==> src/rtl/ultrasonic_scheduler_pkg.sv <==
// Shared types and constants for the ultrasonic sensor scheduler.
package ultrasonic_scheduler_pkg;

    localparam int RES_W = 16;
    localparam logic [RES_W-1:0] TIMEOUT_CODE = 16'hFFFF;

    typedef enum logic [2:0] {
        IDLE      = 3'd0,
        TRIG      = 3'd1,
        WAIT_ECHO = 3'd2,
        MEASURE   = 3'd3,
        SETTLE    = 3'd4
    } state_t;

    function automatic logic [RES_W-1:0] sat_inc(input logic [RES_W-1:0] v);
        return (v == TIMEOUT_CODE) ? v : v + 1'b1;
    endfunction

endpackage

==> src/rtl/ultrasonic_scheduler_if.sv <==
// Sensor pins and SoC read port of the scheduler; slave side is the scheduler itself.
interface ultrasonic_scheduler_if #(parameter int N_SENSORS = 4);
    import ultrasonic_scheduler_pkg::*;

    localparam int SEL_W = $clog2(N_SENSORS);

    logic                 enable;
    logic [N_SENSORS-1:0] echo;
    logic [SEL_W-1:0]     rd_sel;
    logic [N_SENSORS-1:0] trig;
    logic [RES_W-1:0]     rd_data;
    logic [N_SENSORS-1:0] valid;
    logic [N_SENSORS-1:0] timeout;
    logic [SEL_W-1:0]     active;
    logic                 sweep_done;

    modport master (
        output enable, echo, rd_sel,
        input  trig, rd_data, valid, timeout, active, sweep_done
    );

    modport slave (
        input  enable, echo, rd_sel,
        output trig, rd_data, valid, timeout, active, sweep_done
    );

endinterface

==> src/rtl/ultrasonic_echo_timer.sv <==
// Per-line echo front end: 2-FF synchronizer, registered edge pulses and a
// prescaled saturating width counter that runs while the synchronized echo is high.
module ultrasonic_echo_timer
    import ultrasonic_scheduler_pkg::*;
#(
    parameter int PRESCALE = 50
) (
    input  logic             clk,
    input  logic             rst_n,
    input  logic             clear,
    input  logic             echo_in,
    output logic             rise,
    output logic             fall,
    output logic [RES_W-1:0] width
);

    localparam int PW = (PRESCALE > 1) ? $clog2(PRESCALE) : 1;

    logic          s1, s2, lvl;
    logic [PW-1:0] presc;

    always_ff @(posedge clk or negedge rst_n) begin
        if (!rst_n) begin
            s1    <= 1'b0;
            s2    <= 1'b0;
            lvl   <= 1'b0;
            rise  <= 1'b0;
            fall  <= 1'b0;
            presc <= '0;
            width <= '0;
        end else begin
            s1   <= echo_in;
            s2   <= s1;
            lvl  <= s2;
            rise <= s2 & ~lvl;
            fall <= ~s2 & lvl;
            if (clear) begin
                presc <= '0;
                width <= '0;
            end else if (lvl) begin
                if (presc == PW'(PRESCALE - 1)) begin
                    presc <= '0;
                    width <= sat_inc(width);
                end else begin
                    presc <= presc + 1'b1;
                end
            end
        end
    end

endmodule

==> src/rtl/ultrasonic_scheduler.sv <==
// Round-robin slot scheduler: one sensor fires per slot, its echo is timed and the
// width (or the timeout code) is stored in a per-sensor result register.
module ultrasonic_scheduler
    import ultrasonic_scheduler_pkg::*;
#(
    parameter int N_SENSORS   = 4,
    parameter int TRIG_CYCLES = 1200,
    parameter int SLOT_CYCLES = 25_000_000,
    parameter int PRESCALE    = 50
) (
    input logic                 clk,
    input logic                 rst_n,
    ultrasonic_scheduler_if.slave bus
);

    localparam int SEL_W = $clog2(N_SENSORS);

    state_t                              state, state_nx;
    logic [31:0]                         slot_tmr;
    logic [SEL_W-1:0]                    active, active_inc, active_nx;
    logic                                got_res;
    logic [N_SENSORS-1:0][RES_W-1:0]     result;
    logic [N_SENSORS-1:0]                valid, tout, trig;
    logic                                sweep_done;
    logic                                slot_end, clear, latch;
    logic [N_SENSORS-1:0]                rise, fall;
    logic [N_SENSORS-1:0][RES_W-1:0]     width;
    logic [RES_W-1:0]                    rd_mux;

    // One front end per echo line so every line is synchronized independently;
    // only the active lane's outputs are ever consumed.
    for (genvar i = 0; i < N_SENSORS; i++) begin : g_lane
        ultrasonic_echo_timer #(.PRESCALE(PRESCALE)) u_tmr (
            .clk     (clk),
            .rst_n   (rst_n),
            .clear   (clear && (active == SEL_W'(i))),
            .echo_in (bus.echo[i]),
            .rise    (rise[i]),
            .fall    (fall[i]),
            .width   (width[i])
        );
    end

    assign slot_end   = (state != IDLE) && (slot_tmr == 32'(SLOT_CYCLES - 1));
    assign active_inc = (active == SEL_W'(N_SENSORS - 1)) ? '0 : active + 1'b1;
    assign active_nx  = slot_end ? active_inc : active;

    always_comb begin
        state_nx = state;
        clear    = 1'b0;
        latch    = 1'b0;
        case (state)
            IDLE:      if (bus.enable) state_nx = TRIG;
            TRIG:      if (slot_tmr == 32'(TRIG_CYCLES - 1)) state_nx = WAIT_ECHO;
            WAIT_ECHO: if (rise[active]) begin
                           state_nx = MEASURE;
                           clear    = 1'b1;
                       end
            MEASURE:   if (fall[active]) begin
                           state_nx = SETTLE;
                           latch    = 1'b1;
                       end
            SETTLE:    state_nx = SETTLE;
            default:   state_nx = IDLE;
        endcase
        // Slot end overrides any edge seen in the same cycle.
        if (slot_end) begin
            state_nx = bus.enable ? TRIG : IDLE;
            clear    = 1'b0;
            latch    = 1'b0;
        end
    end

    always_ff @(posedge clk or negedge rst_n) begin
        if (!rst_n) begin
            state      <= IDLE;
            slot_tmr   <= '0;
            active     <= '0;
            got_res    <= 1'b0;
            result     <= '0;
            valid      <= '0;
            tout       <= '0;
            trig       <= '0;
            sweep_done <= 1'b0;
        end else begin
            state      <= state_nx;
            active     <= active_nx;
            sweep_done <= 1'b0;
            slot_tmr   <= (state == IDLE || slot_end) ? 32'd0 : slot_tmr + 32'd1;
            if (latch) begin
                result[active] <= width[active];
                tout[active]   <= 1'b0;
                got_res        <= 1'b1;
            end
            if (slot_end) begin
                if (!got_res) begin
                    result[active] <= TIMEOUT_CODE;
                    tout[active]   <= 1'b1;
                end
                valid[active] <= 1'b1;
                got_res       <= 1'b0;
                sweep_done    <= (active == SEL_W'(N_SENSORS - 1));
            end
            // Registered from next state so the pin rises in the first TRIG cycle.
            trig <= '0;
            if (state_nx == TRIG) trig[active_nx] <= 1'b1;
        end
    end

    always_comb begin
        rd_mux = '0;
        for (int i = 0; i < N_SENSORS; i++)
            if (bus.rd_sel == SEL_W'(i)) rd_mux = result[i];
    end

    assign bus.trig       = trig;
    assign bus.rd_data    = rd_mux;
    assign bus.valid      = valid;
    assign bus.timeout    = tout;
    assign bus.active     = active;
    assign bus.sweep_done = sweep_done;

endmodule

==> src/flat_wrapper.sv <==
// flat-port wrapper written by rule: the top's interface ports become plain ports
module ultrasonic_scheduler_flat import ultrasonic_scheduler_pkg::*;
#(
    parameter int N_SENSORS   = 4,
    parameter int TRIG_CYCLES = 1200,
    parameter int SLOT_CYCLES = 25_000_000,
    parameter int PRESCALE    = 50
)
  (clk, rst_n, bus_enable, bus_echo, bus_rd_sel, bus_trig, bus_rd_data, bus_valid, bus_timeout, bus_active, bus_sweep_done);
  ultrasonic_scheduler_if #(.N_SENSORS(N_SENSORS)) bus_i ();
  input logic clk;
  input logic rst_n;
  input wire logic [$bits(bus_i.enable)-1:0] bus_enable;
  input wire logic [$bits(bus_i.echo)-1:0] bus_echo;
  input wire logic [$bits(bus_i.rd_sel)-1:0] bus_rd_sel;
  output wire logic [$bits(bus_i.trig)-1:0] bus_trig;
  output wire logic [$bits(bus_i.rd_data)-1:0] bus_rd_data;
  output wire logic [$bits(bus_i.valid)-1:0] bus_valid;
  output wire logic [$bits(bus_i.timeout)-1:0] bus_timeout;
  output wire logic [$bits(bus_i.active)-1:0] bus_active;
  output wire logic [$bits(bus_i.sweep_done)-1:0] bus_sweep_done;
  assign bus_i.enable = bus_enable;
  assign bus_i.echo = bus_echo;
  assign bus_i.rd_sel = bus_rd_sel;
  assign bus_trig = bus_i.trig;
  assign bus_rd_data = bus_i.rd_data;
  assign bus_valid = bus_i.valid;
  assign bus_timeout = bus_i.timeout;
  assign bus_active = bus_i.active;
  assign bus_sweep_done = bus_i.sweep_done;
  ultrasonic_scheduler #(.N_SENSORS(N_SENSORS), .TRIG_CYCLES(TRIG_CYCLES), .SLOT_CYCLES(SLOT_CYCLES), .PRESCALE(PRESCALE)) u_core (.clk(clk), .rst_n(rst_n), .bus(bus_i));
endmodule
==> config.mk <==
export PLATFORM = sky130hd
export DESIGN_NAME = ultrasonic_scheduler_flat
export DESIGN_NICKNAME = d
export VERILOG_FILES = /design/src/rtl/ultrasonic_scheduler_pkg.sv /design/src/rtl/ultrasonic_scheduler_if.sv /design/src/rtl/ultrasonic_echo_timer.sv /design/src/rtl/ultrasonic_scheduler.sv /design/src/flat_wrapper.sv
export SDC_FILE = /design/constraint.sdc
export NUM_CORES = 1
export LEC_CHECK = 0
export BUFFER_PORTS_ARGS = -buffer_cell sky130_fd_sc_hd__buf_2
export CAP_MARGIN = 40
export CORE_UTILIZATION = 41
export CTS_BUF_LIST = sky130_fd_sc_hd__clkbuf_8
export CTS_CLUSTER_DIAMETER = 30
export CTS_CLUSTER_SIZE = 24
export DETAILED_ROUTE_END_ITERATION = 12
export PLACE_DENSITY = 0.59
export SKIP_CTS_REPAIR_TIMING = 1
export SLEW_MARGIN = 20
export SYNTH_ARGS = -nofsm -noshare
export SYNTH_HDL_FRONTEND = slang
export SYNTH_HIERARCHICAL = 1
export SYNTH_SLANG_ARGS = --single-unit
==> constraint.sdc <==
create_clock -name clk -period 2.9 [get_ports clk]
set_clock_uncertainty 0.2 [all_clocks]
set_input_delay 0.29 -clock clk [delete_from_list [all_inputs] [get_ports clk]]
set_output_delay 0.29 -clock clk [all_outputs]
set_load 0.05 [all_outputs]
==> impl_metrics.json <==
{
  "drc_errors": 0,
  "synth_area_leaders": "dfrtp_1 48%, mux4_2 6.4%, a2bb2oi_2 5.2%, a21oi_1 3.2%, nor2_1 2.6%",
  "area_growth_pct": 18.67,
  "synth_edf_count": 0,
  "relSlewSlack_pct": 59.21,
  "fin_crit_sh_pct": 94.03,
  "worst_slew_pin_slew_ns": 0.6119,
  "antenna_found_initial": 0,
  "io_pins": 40,
  "finalSetupViolations": 0,
  "critical_path_class": "register to register",
  "grt_usage_pct": 20.15,
  "ant_nets": 0,
  "cap_violations": 0,
  "synthDistinctLibCells": 68,
  "die_w_um": 170.4,
  "grt_overflow": 0,
  "synthCells": 1048,
  "setup-tns-final_ns": 0,
  "hpwl_um": 18550,
  "yosys.area_share.xor_xnor_pct": 2.786,
  "synth_compound_area_share_pct": 16.29,
  "port_buffers": 39,
  "grtUsageMet2_pct": 30.35,
  "drive_above_1_share_pct": 26.12,
  "cts_tree": "yes",
  "yosys.area_share.adder_pct": 1.829,
  "clkTransAtPathRegs_ns": 0.05,
  "cts_made_buffers": 56,
  "nets": 1161,
  "synth.area.mux_share_pct": 7.413,
  "cts.sinks": 223,
  "core_mm2": 0.02786,
  "min_period_ns": 2.727,
  "avgSynthCellArea_um2": 11.10,
  "powerDensity_mw_per_mm2": 630.0,
  "synth_seq_area_share_pct": 47.98,
  "async_flop_share_pct": 100.0,
  "start_util_pct": 41.75,
  "ys.flop_type": "dfrtp_1",
  "yosysTopAreaCell": "dfrtp_1",
  "timing.rr.start": "u_core/slot_tmr[9]",
  "synth_area_mm2": 0.01163,
  "crit_arrival_ns": 3.02,
  "via_count": 8734,
  "htree_levels": 2,
  "drv_slew": 0,
  "std_cell_rows": 61,
  "p_leak_nw": 6.019,
  "setup.worst_path.start": "u_core/slot_tmr[9]",
  "die_area_mm2": 0.02904,
  "drt_iter0_markers": 525,
  "vdd_drop_max_uv": 320.3,
  "ys_ff_latch": 223,
  "hold_class": "input pin to async pin",
  "synth_top_family_by_area": "simple AND/OR/NAND/NOR gates",
  "synth.most_common_cell": "dfrtp_1",
  "required_ns": 3.19,
  "grt_pass1_wl_um": 46310,
  "crit_fanout": 5,
  "via_per_inst": 5.595,
  "hold_violations": 0,
  "ys_warn_count": 6,
  "drtPass1Iterations": 4,
  "root_buffer": "clkbuf_8",
  "met1_usage_pct": 29.36,
  "wl_um": 27860,
  "endpoint_kind": "register",
  "cts_buffer_depth": 3,
  "synth.top_cells.by_count": "223 x dfrtp_1, 82 x nor2_1, 75 x a21oi_1, 62 x nand2_1, 40 x a2bb2oi_2",
  "start_kind": "register",
  "grt_start_max_net_pins": 62,
  "grt.busiest_layer": "met2",
  "diodes": 0,
  "fillers": 2527,
  "grt_pass1_vias": 8529,
  "place_congestion": 0.8518,
  "final_core_util_pct": 49.54,
  "wl_per_cell_um": 17.85,
  "rsz0062_at_grt": "false",
  "synthSimpleGateAreaFrac_pct": 19.88,
  "fp.dieH_um": 170.4,
  "clock_latency_ns": 0.59,
  "use_met3_pct": 3.721,
  "synth.net_count": 1074,
  "fmax_mhz": 366.7,
  "synthDominantCellAreaShare_pct": 47.98,
  "outcome": "complete, no violations"
}
logic make-up (layout without fill, tap and decap cells):
logic type	count (synthesis)	in the layout
mux	44	44
xor+xnor	37	37
simple gates	397	397
compound gates	240	240
fa+ha+maj	17	17
buf+inv	90	225
flops	223	223
worst max-delay path, cell delays in order, from the launching register on:
cell	delay [ns]
dfrtp_1	0.44
nor4_1	0.40
and4_4	0.35
a31o_2	0.25
nor2_1	0.08
and2_1	0.26
o2111ai_1	0.31
nor2_1	0.10
xnor2_1	0.13
nor3_1	0.12
worst paths after layout:
path	endpoint	slack, ns	depth (start not counted)
hold / removal	u_core/slot_tmr[2]	0.02	2
hold reg to reg	u_core/g_lane[2].u_tmr/s2	0.15	0
setup / recovery	u_core/g_lane[1].u_tmr/presc[5]	0.17	9
min in group clk	u_core/state[0]	0.04	4
setup reg to reg	u_core/g_lane[1].u_tmr/presc[5]	0.17	9
max in group asynchronous	u_core/g_lane[0].u_tmr/width[0]	1.73	3
area by class of cell:
| cell class | instances | area, um2 | share of cell area, % |
|---|---|---|---|
| inverters | 35 | 131.4 | 0.9520 |
| multi-input cells | 735 | 5639 | 40.86 |
| clock inverters | 41 | 488.0 | 3.536 |
| clock buffers | 65 | 894.6 | 6.482 |
| well taps | 378 | 473.0 | 3.427 |
| flip-flops and latches | 223 | 5583 | 40.45 |
| repair buffers | 84 | 591.8 | 4.288 |
power breakdown:
part,switching (mW),internal (mW),total (mW)
Sequential,0.210,3.30,3.51
Combinational,0.311,0.269,0.580
Clock,1.63,2.97,4.60
state kept, by name (all words and copies together) (netlist names):
name                       flops
u_core/g_lane.u_tmr/rise       4
u_core/g_lane.u_tmr/lvl        4
u_core/bus.valid               4
u_core/g_lane.u_tmr/presc     24
u_core/got_res                 1
u_core/state                   3
u_core/g_lane.u_tmr/fall       4
u_core/bus.sweep_done          1
u_core/g_lane.u_tmr/s2         4
u_core/g_lane.u_tmr/width     64
u_core/result                 64
u_core/bus.timeout             4
u_core/g_lane.u_tmr/s1         4
u_core/bus.active              2
u_core/bus.trig                4
u_core/slot_tmr               32
placed cells by master, fill, tap and decap left out, types with 13 or more instances in the layout:
master and instances:
a21oi_1 75, a2bb2oi_1 25, a2bb2oi_2 40, and2_1 13, buf_2 38, buf_4 36, clkbuf_8 65, dfrtp_1 221
ha_1 17, inv_1 45, mux4_2 33, nand2_1 62, nand3_1 29, nand4_1 27, nor2_1 82, nor3_1 23
o21ai_0 29, o31ai_1 36, or3_1 16, or4_1 32, xnor2_1 15, xor2_1 22
per-layer routing:
layer / share of wire, % / wire length [um] / up-vias
met4: 1.8 / 512 / 0
li1: - / - / 4154
met1: 49 / 13680 / 4355
met3: 4.4 / 1233 / 35
met2: 45 / 12440 / 190
met5: 0 / 0 / -
metrics by stage:
step	hold WS (ns)	cells	total power [mW]	area, um2	setup WS (ns)
finish	0.02036	1561	8.695	13800	0.1733
global route	0.04503	1561	9.104	13800	0.006520
CTS	-0.5854	1556	8.797	13750	0.02807
detailed placement	0.05523	1450	4.140	12370	0.04930
global placement	0.05551	1448	4.125	12340	0.1250
floorplan	-0.2056	1048	3.930	11630	0.1065
No activity file was read; power rests on OpenSTA's default activity.
